===== config.mk =====
export PLATFORM = sky130hd
export DESIGN_NAME = vram_rect_fill
export DESIGN_NICKNAME = d
export VERILOG_FILES = /design/src/rtl/vram_rect_fill.sv
export SDC_FILE = /design/constraint.sdc
export NUM_CORES = 1
export LEC_CHECK = 0
export ABC_CLOCK_PERIOD_IN_PS = 6580
export BUFFER_PORTS_ARGS = -buffer_cell sky130_fd_sc_hd__buf_2
export CORE_ASPECT_RATIO = 1.75
export CORE_UTILIZATION = 58
export DETAILED_ROUTE_END_ITERATION = 16
export PLACE_DENSITY = 0.9
export SLEW_MARGIN = 20
export SYNTH_ARGS = -nofsm -noshare
export SYNTH_HDL_FRONTEND = slang
export SYNTH_SLANG_ARGS = --single-unit

===== constraint.sdc =====
create_clock -name clk -period 6.58 [get_ports clk]
set_input_delay 0.987 -clock clk [delete_from_list [all_inputs] [get_ports clk]]
set_output_delay 0.987 -clock clk [all_outputs]
set_load 0.005 [all_outputs]

===== src/rtl/vram_rect_fill.sv =====
`default_nettype none
// +--------------------------------------------------------------------------+
// | Module   : vram_rect_fill                                                |
// | Purpose  : Rectangle-fill engine feeding the VRAM write port. Accepts a  |
// |            corner/colour command, clips it to the visible area, rejects |
// |            empty or off-screen rectangles and streams one pixel write    |
// |            per cycle in raster order.                                    |
// | Options  : VRAM_RECT_FILL_VBLANK_ONLY_EN - write only while vblank=1.    |
// | Revision : 1.0 - initial release                                         |
// +--------------------------------------------------------------------------+
module vram_rect_fill #(
    parameter int H_RES = 640,
    parameter int V_RES = 480,
    parameter int COL_W = 10,
    parameter int ROW_W = 9,
    parameter int PIX_W = 12
) (
    input  logic             clk,
    input  logic             rstn,
    input  logic             cmd_valid,
    output logic             cmd_ready,
    input  logic [COL_W-1:0] cmd_x0,
    input  logic [ROW_W-1:0] cmd_y0,
    input  logic [COL_W-1:0] cmd_x1,
    input  logic [ROW_W-1:0] cmd_y1,
    input  logic [PIX_W-1:0] cmd_color,
    input  logic             vblank,
    output logic             wr_en,
    output logic [COL_W-1:0] wr_col,
    output logic [ROW_W-1:0] wr_row,
    output logic [PIX_W-1:0] wr_data,
    output logic             busy,
    output logic             done,
    output logic             err
);

    typedef enum logic [1:0] {
        S_IDLE = 2'd0,
        S_FILL = 2'd1,
        S_DONE = 2'd2
    } state_t;

    localparam logic [COL_W-1:0] C_COL_MAX = COL_W'(H_RES - 1);
    localparam logic [ROW_W-1:0] C_ROW_MAX = ROW_W'(V_RES - 1);

    state_t           r_state;
    state_t           w_state_n;
    logic [COL_W-1:0] r_x0;
    logic [COL_W-1:0] r_x1c;
    logic [ROW_W-1:0] r_y1c;
    logic [COL_W-1:0] w_x1c;
    logic [ROW_W-1:0] w_y1c;
    logic             w_reject;
    logic             w_xfer;
    logic             w_accept;
    logic             w_write;
    logic             w_last;
    logic             w_slot;

    // Write slot: every FILL cycle, or only during blanking when enabled
`ifdef VRAM_RECT_FILL_VBLANK_ONLY_EN
    assign w_slot = vblank;
`else
    logic w_vblank_unused;
    assign w_vblank_unused = vblank;
    assign w_slot          = 1'b1;
`endif

    // Clip the far corner to the screen and decide whether the command is empty
    always_comb begin
        w_x1c    = (cmd_x1 > C_COL_MAX) ? C_COL_MAX : cmd_x1;
        w_y1c    = (cmd_y1 > C_ROW_MAX) ? C_ROW_MAX : cmd_y1;
        w_reject = (32'(cmd_x0) >= 32'(H_RES)) || (32'(cmd_y0) >= 32'(V_RES)) ||
                   (cmd_x0 > w_x1c) || (cmd_y0 > w_y1c);
    end

    // Final pixel of the rectangle is the bottom-right corner
    assign w_last = (wr_col == r_x1c) && (wr_row == r_y1c);
    assign wr_en  = w_write;

    // State register
    always_ff @(posedge clk or negedge rstn) begin
        if (!rstn) begin
            r_state <= S_IDLE;
        end else begin
            r_state <= w_state_n;
        end
    end

    // Next-state and handshake/status decode
    always_comb begin
        w_state_n = r_state;
        cmd_ready = 1'b0;
        busy      = 1'b0;
        done      = 1'b0;
        w_write   = 1'b0;
        w_xfer    = 1'b0;
        w_accept  = 1'b0;
        case (r_state)
            S_IDLE: begin
                cmd_ready = 1'b1;
                w_xfer    = cmd_valid;
                w_accept  = cmd_valid && !w_reject;
                if (w_accept) begin
                    w_state_n = S_FILL;
                end
            end
            S_FILL: begin
                busy    = 1'b1;
                w_write = w_slot;
                if (w_slot && w_last) begin
                    w_state_n = S_DONE;
                end
            end
            S_DONE: begin
                busy      = 1'b1;
                done      = 1'b1;
                w_state_n = S_IDLE;
            end
            default: begin
                w_state_n = S_IDLE;
            end
        endcase
    end

    // Command latch, raster address counters and reject pulse
    always_ff @(posedge clk or negedge rstn) begin
        if (!rstn) begin
            r_x0    <= '0;
            r_x1c   <= '0;
            r_y1c   <= '0;
            wr_col  <= '0;
            wr_row  <= '0;
            wr_data <= '0;
            err     <= 1'b0;
        end else begin
            err <= w_xfer && w_reject;
            if (w_accept) begin
                r_x0    <= cmd_x0;
                r_x1c   <= w_x1c;
                r_y1c   <= w_y1c;
                wr_col  <= cmd_x0;
                wr_row  <= cmd_y0;
                wr_data <= cmd_color;
            end else if (w_write && !w_last) begin
                // Counters stop on the last pixel so they never pass the clip limits
                if (wr_col == r_x1c) begin
                    wr_col <= r_x0;
                    wr_row <= wr_row + ROW_W'(1);
                end else begin
                    wr_col <= wr_col + COL_W'(1);
                end
            end
        end
    end

endmodule
`default_nettype wire


==> metrics list <==
- The tightest hold path in the finished design has a slack of ~0.48 ns.
* Post-placement cell count: 544
* WP data required: slightly below 7 ns
- Count of buffer and inverter cells on the critical path: 3
- Final Instance Count excl. Fillers: 560
- DRC violations left: 0
- Critical path capture point type: flip-flop
- Max-cap violations in this run came to 0.
- From left edge to right edge, the die measures approximately 62 um.
- Post-synth EDFFs: 0
- Count of clock tree sinks: 63
- Placer congestion estimate: around 0.94
* Pleak: around 2.3 nW
- Worst Path Class, Setup: input port to flip-flop
- The wire-length estimate of the detail-placed layout is around 7 mm.
* Die Outline Area: between 6000 and 7000 sq um
- Entering global routing, the biggest net connects 69 pins.
- Walking the worst path, the cells encountered are buf_2 -> inv_1 -> nor3_1 -> nor2_1 -> ha_1 -> a21oi_1 -> o21ai_1 -> a2111oi_2 -> o211ai_1 -> buf_4 -> mux2_1.
- Number of CTS-inserted buffers: 9
- Number of hold buffers added after cts: 0
* Maximum fanout along the worst path: roughly 70
* Number of global-route vias before repair: about 3400
- The clock passes through at most 2 buffers.
- The first global-routing pass estimated around 15 mm of wire.
- The synthesized netlist occupies a cell area of 3714 sq um.
* Worst slew margin relative to its limit: 0.4541
- Setup WS post-layout: around 2.6 ns
* Final core area utilization: 0.7233
- Clk Latency, worst-skew pair: roughly 0.34 ns
* Final WL: between 9 and 10 mm
- Power spread over the standard cell area amounts to between 200 and 250 nW/um^2.
* Max-slew violations: 0
* Congestion Overflow GR: 0
* Wire per inst: between 15 and 20 um
- Violation count after the first detailed-routing iteration: 197
* Power consumption: roughly 0.90 mW
- Flip-flop and latch count after synthesis: 63
* Worst-case vdd ir drop: around 0.19 mV
- The clock period could shrink to a little under 4 ns.
* CP max stage delay: between 0.7 and 0.8 ns
- Nature of the critical path startpoint: input port
- Hold violation count in the final report: 0
- The routed layout has about 3300 vias.
- In the synthesized netlist, the cells that appear most often are dfrtp_1 (63), nand2_1 (44), nor2_1 (35).
- Detail Route Antenna Nets: 0
- The repair_antennas step left the layout with diodes totalling 0.
- The count of buffers added on input and output ports is between 80 and 90.
- Leading post-synthesis cells by cell area: dfrtp_1 (42%), ha_1 (8.1%), xor2_1 (4.7%), mux2_1 (4.5%), nand2_1 (4.4%)
* Slowest stage cell on the critical path: a2111oi_2
- Dividing the final minimum period by the clock period gives 0.5992.
* Top Family by Delay on Critical Path: compound AO/OA/AOI/OAI gates
- Seq/Total Area, Yosys: 0.4245
- Syn avg cell area: approximately 9.6 sq um
- Number of H-tree branching levels: 3
* Post-place setup slack: 2.416 ns
- Area post-placement: 4202 sq um
- Synth async-reset ratio: 1.000
* Biggest area consumer among synthesized cells: dfrtp_1
- Setup repair after global routing left no endpoint under its margin.
- Number of nets in the final layout: roughly 550
* Placeable core region: just over 6000 sq um
- Number of I/O pins: 90
- Derived from the worst setup path, the maximum achievable clock frequency is approximately 0.25 GHz.
- Prevailing post-synth register cell: dfrtp_1
- The Yosys step of the flow raised 0 warnings.
* Library cell with the highest instance count after synthesis: dfrtp_1
* CTS tree: done
- After floorplanning, the core was divided into 38 placement rows.
- Result of the run: finished, final reports clean
* Final setup fails: 0
* Pin slew with the least headroom to its limit: about 0.82 ns
- After detailed routing, the number of vias per cell comes to 5.959.
- Setup TNS after final layout: 0 ns
* Gr usage total: 0.2974
* Ratio of cells with drive above 1 in the final layout: 0.2396
- Synthesized netlist net count: 466
* Unique masters post-synth: between 50 and 60
- Clk_skew: about 0.0061 ns
- Final Instance Area: ~4500 sq um
- Once the clock tree was built, the resizer swapped 0 gates to a different size.
* Effective utilization at floorplan: 0.6008
- Share of the synthesized area in the top cell type: 0.4245
- Number of iterations in the first detailed-routing pass: 4
- Area growth from synthesis to layout: 20.38%
* Number of instances in the synthesized netlist: between 300 and 400
- Antenna violations before repair: 0
* Vertical die dimension: ~110 um
* Root Driver: clkbuf_8
* Min-delay worst type: flip-flop to flip-flop
- Clock-pin slew was measured on the worst setup and hold paths at 0.07 ns.
* # Post-CTS Setup Buffers: 0
* Worst path arrival time: around 4.2 ns
[state kept, by name (all words and copies together), names as in the netlist]
register / count
err: 1
r_x1c: 10
wr_row: 9
r_y1c: 9
r_state: 2
r_x0: 10
wr_data: 12
wr_col: 10
[layout by cell type, fill, tap and decap left out, types with 4 or more instances in the layout]
cell type / count
nand3_1: 10
nor2_1: 35
a21oi_1: 15
bufinv_16: 4
xor2_1: 20
nor3_1: 8
a211oi_1: 4
nand4_1: 11
o21ai_1: 25
o221ai_1: 5
nand2b_1: 4
inv_1: 17
nand2_1: 44
o21ai_0: 8
clkbuf_8: 9
mux2i_1: 5
mux2_1: 15
xnor2_1: 5
buf_2: 88
a31oi_1: 4
and3_1: 4
dfrtp_1: 63
ha_1: 24
[worst min-delay path, delay by kind of cell (launching register included)]
kind / cells / cell delay, ns
AND/OR/NAND/NOR: 2 / 0.11
flip-flops: 1 / 0.34
[power by group]
| group | switching (mW) | total (mW) | internal (mW) |
|---|---|---|---|
| clock | 0.155 | 0.446 | 0.291 |
| sequential | 0 | 0.387 | 0.387 |
| combinational | 0.0404 | 0.0672 | 0.0268 |
[logic make-up after synthesis]
kind of cell    Yosys count  synth area share
mux                      20           0.05896
flops                    63            0.4245
buf+inv                  32           0.03740
fa+ha+maj                24           0.08086
xor+xnor                 25           0.05896
compound gates           85            0.1449
simple gates            139            0.1944
[path summary, 6_finish.rpt]
path                                                to  slack, ns  cells after the start                  start
worst max-delay path            wr_data[1]$_DFFE_PN0P_       2.64                     11              cmd_y1[8]
worst min-delay path               r_x0[4]$_DFFE_PN0P_       0.48                      2    r_x0[4]$_DFFE_PN0P_
worst max register to register   wr_row[8]$_DFFE_PN0P_       3.90                      6  wr_col[0]$_DFFE_PN0P_
worst min register to register     r_x0[4]$_DFFE_PN0P_       0.48                      2    r_x0[4]$_DFFE_PN0P_
max in group asynchronous        wr_row[1]$_DFFE_PN0P_       5.25                      2                   rstn
min in group asynchronous         r_y1c[5]$_DFFE_PN0P_       0.80                      2                   rstn
[area by class of cell]
class	instances	area, sq um
timing repair buffer	91	462.9
tap	80	100.1
sequential	63	1577
clock inverter	7	145.1
clock buffer	9	123.9
multi-input combinational	293	1998
inverter	17	63.81
fill	471	1710
[layer usage]
layer	up-vias	share of wire	wire length, um	track usage
li1	1579	-	-	-
met5	-	0	0	0
met3	26	0.045	412	0.04979
met1	1613	0.37	3464	0.3081
met2	119	0.55	5049	0.5512
met4	0	0.036	331	0.1761
(Power assumes the default switching activity.)
